`config.mk`:
```
export PLATFORM = sky130hd
export DESIGN_NAME = imm_gen_pipe
export DESIGN_NICKNAME = d
export VERILOG_FILES = /design/src/rtl/imm_gen_pkg.sv /design/src/rtl/imm_decode.sv /design/src/rtl/imm_gen_pipe.sv
export SDC_FILE = /design/constraint.sdc
export NUM_CORES = 1
export LEC_CHECK = 0
export BUFFER_PORTS_ARGS = -buffer_cell sky130_fd_sc_hd__buf_4
export CORE_AREA = 2 2 97 99
export DETAILED_ROUTE_END_ITERATION = 12
export DIE_AREA = 0 0 99 101
export PLACE_DENSITY = 0.9
export SLEW_MARGIN = 20
export SYNTH_ARGS = -nofsm -noshare
export SYNTH_HDL_FRONTEND = slang
export SYNTH_SLANG_ARGS = --single-unit
```
`constraint.sdc`:
```
create_clock -name clk -period 4 [get_ports clk]
set_input_delay 0.8 -clock clk [delete_from_list [all_inputs] [get_ports clk]]
set_output_delay 0.8 -clock clk [all_outputs]
set_load 0.1 [all_outputs]
```
`src/rtl/imm_gen_pkg.sv`:
```
// imm_gen_pkg: opcode map and immediate format encoding shared by the immediate generator
package imm_gen_pkg;
  localparam logic [6:0] OP_LOAD   = 7'b0000011;
  localparam logic [6:0] OP_IMM    = 7'b0010011;
  localparam logic [6:0] OP_IMM32  = 7'b0011011;
  localparam logic [6:0] OP_JALR   = 7'b1100111;
  localparam logic [6:0] OP_SYSTEM = 7'b1110011;
  localparam logic [6:0] OP_STORE  = 7'b0100011;
  localparam logic [6:0] OP_BRANCH = 7'b1100011;
  localparam logic [6:0] OP_LUI    = 7'b0110111;
  localparam logic [6:0] OP_AUIPC  = 7'b0010111;
  localparam logic [6:0] OP_JAL    = 7'b1101111;
  localparam logic [6:0] OP_R      = 7'b0110011;
  localparam logic [6:0] OP_R32    = 7'b0111011;
  typedef enum logic [2:0] {FMT_NONE, FMT_I, FMT_S, FMT_B, FMT_U, FMT_J} fmt_e;
endpackage

```
`src/rtl/imm_decode.sv`:
```
// imm_decode: combinational opcode decode to sign-extended immediate, format tag and illegal flag
module imm_decode
  import imm_gen_pkg::*;
#(
  parameter int XLEN = 64
) (
  input  logic [31:0]     instr,
  output logic [XLEN-1:0] imm,
  output logic [2:0]      fmt,
  output logic            illegal
);
  logic [6:0] op;
  logic s;
  logic signed [31:0] v;
  fmt_e f;
  assign op = instr[6:0];
  assign s = instr[31];
  // Every format fits in 32 signed bits; widening to XLEN is a plain sign-extension.
  always_comb begin
    f = FMT_NONE;
    v = '0;
    illegal = 1'b0;
    case (op)
      OP_LOAD, OP_IMM, OP_IMM32, OP_JALR, OP_SYSTEM: begin
        f = FMT_I;
        v = {{20{s}}, instr[31:20]};
      end
      OP_STORE: begin
        f = FMT_S;
        v = {{20{s}}, instr[31:25], instr[11:7]};
      end
      OP_BRANCH: begin
        f = FMT_B;
        v = {{19{s}}, instr[31], instr[7], instr[30:25], instr[11:8], 1'b0};
      end
      OP_LUI, OP_AUIPC: begin
        f = FMT_U;
        v = {instr[31:12], 12'b0};
      end
      OP_JAL: begin
        f = FMT_J;
        v = {{11{s}}, instr[31], instr[19:12], instr[20], instr[30:21], 1'b0};
      end
      OP_R, OP_R32: ;
      default: illegal = 1'b1;
    endcase
  end
  assign imm = XLEN'(v);
  assign fmt = f;
endmodule

```
`src/rtl/imm_gen_pipe.sv`:
```
// imm_gen_pipe: registered immediate generator with valid/ready handshake and 2-entry skid buffer
module imm_gen_pipe
  import imm_gen_pkg::*;
#(
  parameter int XLEN  = 64,
  parameter int CNT_W = 16
) (
  input  logic             clk,
  input  logic             reset,
  input  logic             flush,
  input  logic             in_valid,
  output logic             in_ready,
  input  logic [31:0]      in_instr,
  output logic             out_valid,
  input  logic             out_ready,
  output logic [XLEN-1:0]  out_imm,
  output logic [2:0]       out_fmt,
  output logic             out_illegal,
  output logic [CNT_W-1:0] illegal_cnt
);
  logic [XLEN-1:0] d_imm, main_imm, skid_imm;
  logic [2:0] d_fmt, main_fmt, skid_fmt;
  logic d_ill, main_ill, skid_ill;
  logic main_v, skid_v, acc;
  imm_decode #(.XLEN(XLEN)) u_dec (
    .instr(in_instr),
    .imm(d_imm),
    .fmt(d_fmt),
    .illegal(d_ill)
  );
  // in_ready depends only on skid occupancy, so there is no comb path from out_ready.
  assign in_ready = !skid_v;
  assign acc = in_valid && in_ready && !flush;
  always_ff @(posedge clk or posedge reset)
    if (reset) begin
      main_v <= 1'b0;
      main_imm <= '0;
      main_fmt <= '0;
      main_ill <= 1'b0;
      skid_v <= 1'b0;
      skid_imm <= '0;
      skid_fmt <= '0;
      skid_ill <= 1'b0;
    end else if (flush) begin
      main_v <= 1'b0;
      skid_v <= 1'b0;
    end else if (!main_v || out_ready) begin
      main_v <= skid_v || acc;
      if (skid_v) begin
        main_imm <= skid_imm;
        main_fmt <= skid_fmt;
        main_ill <= skid_ill;
        skid_v <= 1'b0;
      end else if (acc) begin
        main_imm <= d_imm;
        main_fmt <= d_fmt;
        main_ill <= d_ill;
      end
    end else if (acc) begin
      skid_v <= 1'b1;
      skid_imm <= d_imm;
      skid_fmt <= d_fmt;
      skid_ill <= d_ill;
    end
  always_ff @(posedge clk or posedge reset)
    if (reset) illegal_cnt <= '0;
    else if (acc && d_ill && illegal_cnt != '1) illegal_cnt <= illegal_cnt + 1'b1;
  assign out_valid = main_v;
  assign out_imm = main_imm;
  assign out_fmt = main_fmt;
  assign out_illegal = main_ill;
endmodule

```
==> metrics.md <==
| Metric | Value |
|---|---|
| Cell Area, Synth | about 4600 um^2 |
| Die Span X | 99 um |
| Routed Antenna Nets | 0 |
| Vias | 3880 |
| Post-synth EDFFs | 0 |
| Worst-Margin Slew | 979 ps |
| Hold buffer count at CTS | 0 |
| DP Wirelength | about 7800 um |
| Hold EP | skid_fmt[0]$_DFFE_PP0P_ |
| Wire per inst | ~17 um |
| Post-synth cell types | 56 |
| Die Ht | a little over 100 um |
| Post-synthesis mux area share | less than 1% |
| HP Class | reg2reg |
| WS Path Type | reg2reg |
| Final setup violation count | 0 |
| Critical Path Fanout Max | 36 |
| Worst reg2reg path depth | 6 |
| Final Cell Area | about 5500 um^2 |
| Status | finished, final reports clean |
| Reg clk slew, reported paths | roughly 100 ps |
| Post-Syn Nets | 515 |
| Initial DRC count | between 300 and 400 |
| Yosys reg bits | 90 |
| Root Driver | clkbuf_8 |
| Fraction of registers with async set or reset after synthesis | 100% |
| F_max | between 0.3 and 0.4 GHz |
| Resize count post-CTS | 0 |
| Reg2reg start | skid_v$_DFFE_PP0P_ |
| Hold Crit Start | skid_fmt[0]$_DFFE_PP0P_ |
| Setup bufs post-CTS | 0 |
| Clock sinks | 90 |
| Max Root-Sink Buffers | 2 |
| Pwr Density | ~610 nW/um^2 |
| Placed instance area | between 5000 and 6000 um^2 |
| VDD IR max | between 0.5 and 0.6 mV |
| Routed WL | around 11000 um |
| Port Buffer Count | 122 |
| RSZ-0062 raised after global routing | no |
| Largest net degree at the start of global routing | 68 |
| Core area | between 8000 and 9000 um^2 |
| Xor and xnor area share after synthesis | between 2 and 3% |
| Synth Flop Type | dfrtp_1 |
| CTS H-tree lvls | 3 |
| # diodes | 0 |
| Cell depth of the worst hold path | 2 |
| Worst EP arrival | slightly above 3000 ps |
| Final Skew | 10.7 ps |
| Skew-Pair Late Insertion Delay | 360 ps |
| CP Launch Type | register |
| Max-Cap Viols | 0 |
| Global-route wire length before repair | ~18000 um |
| Leak | 2.51 nW |
| Register area share after synthesis | ~49% |
| Pre-antenna DRT Iters | 5 |
| Max-slew headroom | 34.5% |
| Vias per inst | between 5 and 6 |
| Post-Syn Instances | 477 |
| Ys Warns | 0 |
| Area share of fa/ha/maj cells after synthesis | less than 1% |
| Layout cells sized above 1 | between 20 and 30% |
| Initial Util | 51.7% |
| Flop-to-flop setup slack | 1130 ps |
| TritonCTS clock tree | built |
| Top-Level Pins | 123 |
| Compound-gate portion of the synthesized area | 18.8% |
| Main combinational cell family by area after synthesis | compound AO/OA/AOI/OAI gates |
| Area growth syn-to-layout | 18.7% |
| GPL Wtd Cong | 0.915 |
| Min Clock Period, post-route | between 2000 and 3000 ps |
| Reg2reg end | out_imm[30]$_DFFE_PP0P_ |
| Syn_area_per_cell | 9.73 um^2 |
| Post-route clock period utilization | 71.7% |
| Overflow after GRT | 0 |
| Final Max Slew Viols | 0 |
| CP required | approximately 4200 ps |
| Simple-Gate Fraction of Synth Area | a little under a fifth |
| Antenna violations before repair | 0 |
| Setup TNS | 0 ps |
| Remaining DRCs | 0 |
| Hold_ws | approximately 500 ps |
| Vias in the first global route | 3813 |
| Final nets | ~600 |
| GRT Total Usage | a little under a quarter |
| Rows | 35 |
| Clock buffer count from CTS | 9 |
| Die area | approximately 10000 um^2 |
| Crit end category | register |
| Hold Vio Cnt, Final | 0 |
-- report_power, final --
| part | internal, mW | switching (mW) |
|---|---|---|
| sequential | 1.05 | 0.121 |
| clock | 0.320 | 0.348 |
| combinational | 0.306 | 1.23 |
| total | 1.68 | 1.69 |
-- sequential cells by signal (all words and copies together) (netlist names) --
register     count
skid_imm        32
skid_v           1
out_imm         32
skid_fmt         3
out_illegal      1
out_valid        1
illegal_cnt     16
skid_ill         1
out_fmt          3
-- how the worst max path moves through the flow --
stage | startpoint | end | slack, ps | depth (start not counted)
2_1_floorplan | reset | illegal_cnt[0]$_DFFE_PP0P_ | 860 | 1
3_3_place_gp | in_valid | out_imm[1]$_DFFE_PP0P_ | 1360 | 6
3_5_place_dp | in_valid | out_imm[30]$_DFFE_PP0P_ | 1240 | 7
4_1_cts | skid_v$_DFFE_PP0P_ | out_imm[2]$_DFFE_PP0P_ | 1220 | 5
5_1_grt | skid_v$_DFFE_PP0P_ | out_imm[28]$_DFFE_PP0P_ | 950 | 6
6_report | skid_v$_DFFE_PP0P_ | out_imm[30]$_DFFE_PP0P_ | 1130 | 6
-- worst max-delay path: stages, from the launching register on --
cell	delay, ps
dfrtp_1	800
nor2_1	240
nor3_4	170
buf_4	350
nand2_1	150
a21oi_1	750
a22oi_1	240
-- per-stage QoR --
step	cells	util (%)	worst slack, ps	power, mW
CTS	668	61.4	1220	3.39
global route	668	61.4	948	3.50
global placement	652	58.9	1360	2.69
finish	668	61.4	1130	3.37
floorplan	477	-	865	2.47
detailed placement	652	58.9	1240	2.73
-- per-layer routing --
metal / up-vias / track usage [%] / part of all wire [%]
met1: 1867 / 29.0 / 41
li1: 1807 / - / -
met2: 178 / 37.1 / 50
met3: 28 / 4.37 / 6.8
met4: 0 / 11.5 / 2.3
met5: - / 0 / 0
-- synth_stat cells, types with 4 or more instances --
cell type | instances | area, um^2
nand2_1 | 60 | 225
buf_6 | 6 | 67.6
and4_1 | 4 | 35.0
o21ai_0 | 30 | 150
a21oi_1 | 26 | 130
clkbuf_1 | 6 | 22.5
nand3_1 | 12 | 60.1
and3_1 | 8 | 50.1
a221oi_1 | 6 | 52.6
buf_2 | 15 | 75.1
nand4_1 | 7 | 43.8
nor2_1 | 49 | 184
dfrtp_1 | 90 | 2250
a22oi_1 | 19 | 143
or3_1 | 10 | 62.6
a22o_1 | 6 | 52.6
buf_4 | 34 | 255
a31oi_1 | 17 | 106
xnor2_1 | 15 | 131
-- cell families (layout without fill, tap and decap cells) --
kind of cell / Yosys count / in the layout
AO/OA/AOI/OAI: 128 / 128
XOR/XNOR: 15 / 15
adder cells (fa/ha/maj): 1 / 1
buffers and inverters: 67 / 147
flip-flops: 90 / 90
multiplexers: 3 / 3
AND/OR/NAND/NOR: 173 / 173
-- final cells by class --
class	count	area (um^2)
Clock buffer	10	138
Timing Repair Buffer	128	961
Fill cell	721	3470
Inverter	3	13.8
Multi-Input combinational cell	320	1930
Tap cell	111	139
Sequential cell	90	2250
Clock inverter	6	82.6
-- placed cells by master, fill, tap and decap left out, drive strengths merged, types with 7 or more instances in the layout --
master / count
nand2: 60
and3: 9
a22oi: 19
a31oi: 17
nand3: 13
nor2: 49
or3: 10
dfrtp: 90
clkbuf: 10
o21ai: 35
xnor2: 15
nand4: 7
buf: 128
a21oi: 28
Power figures use the tool's default switching activity.
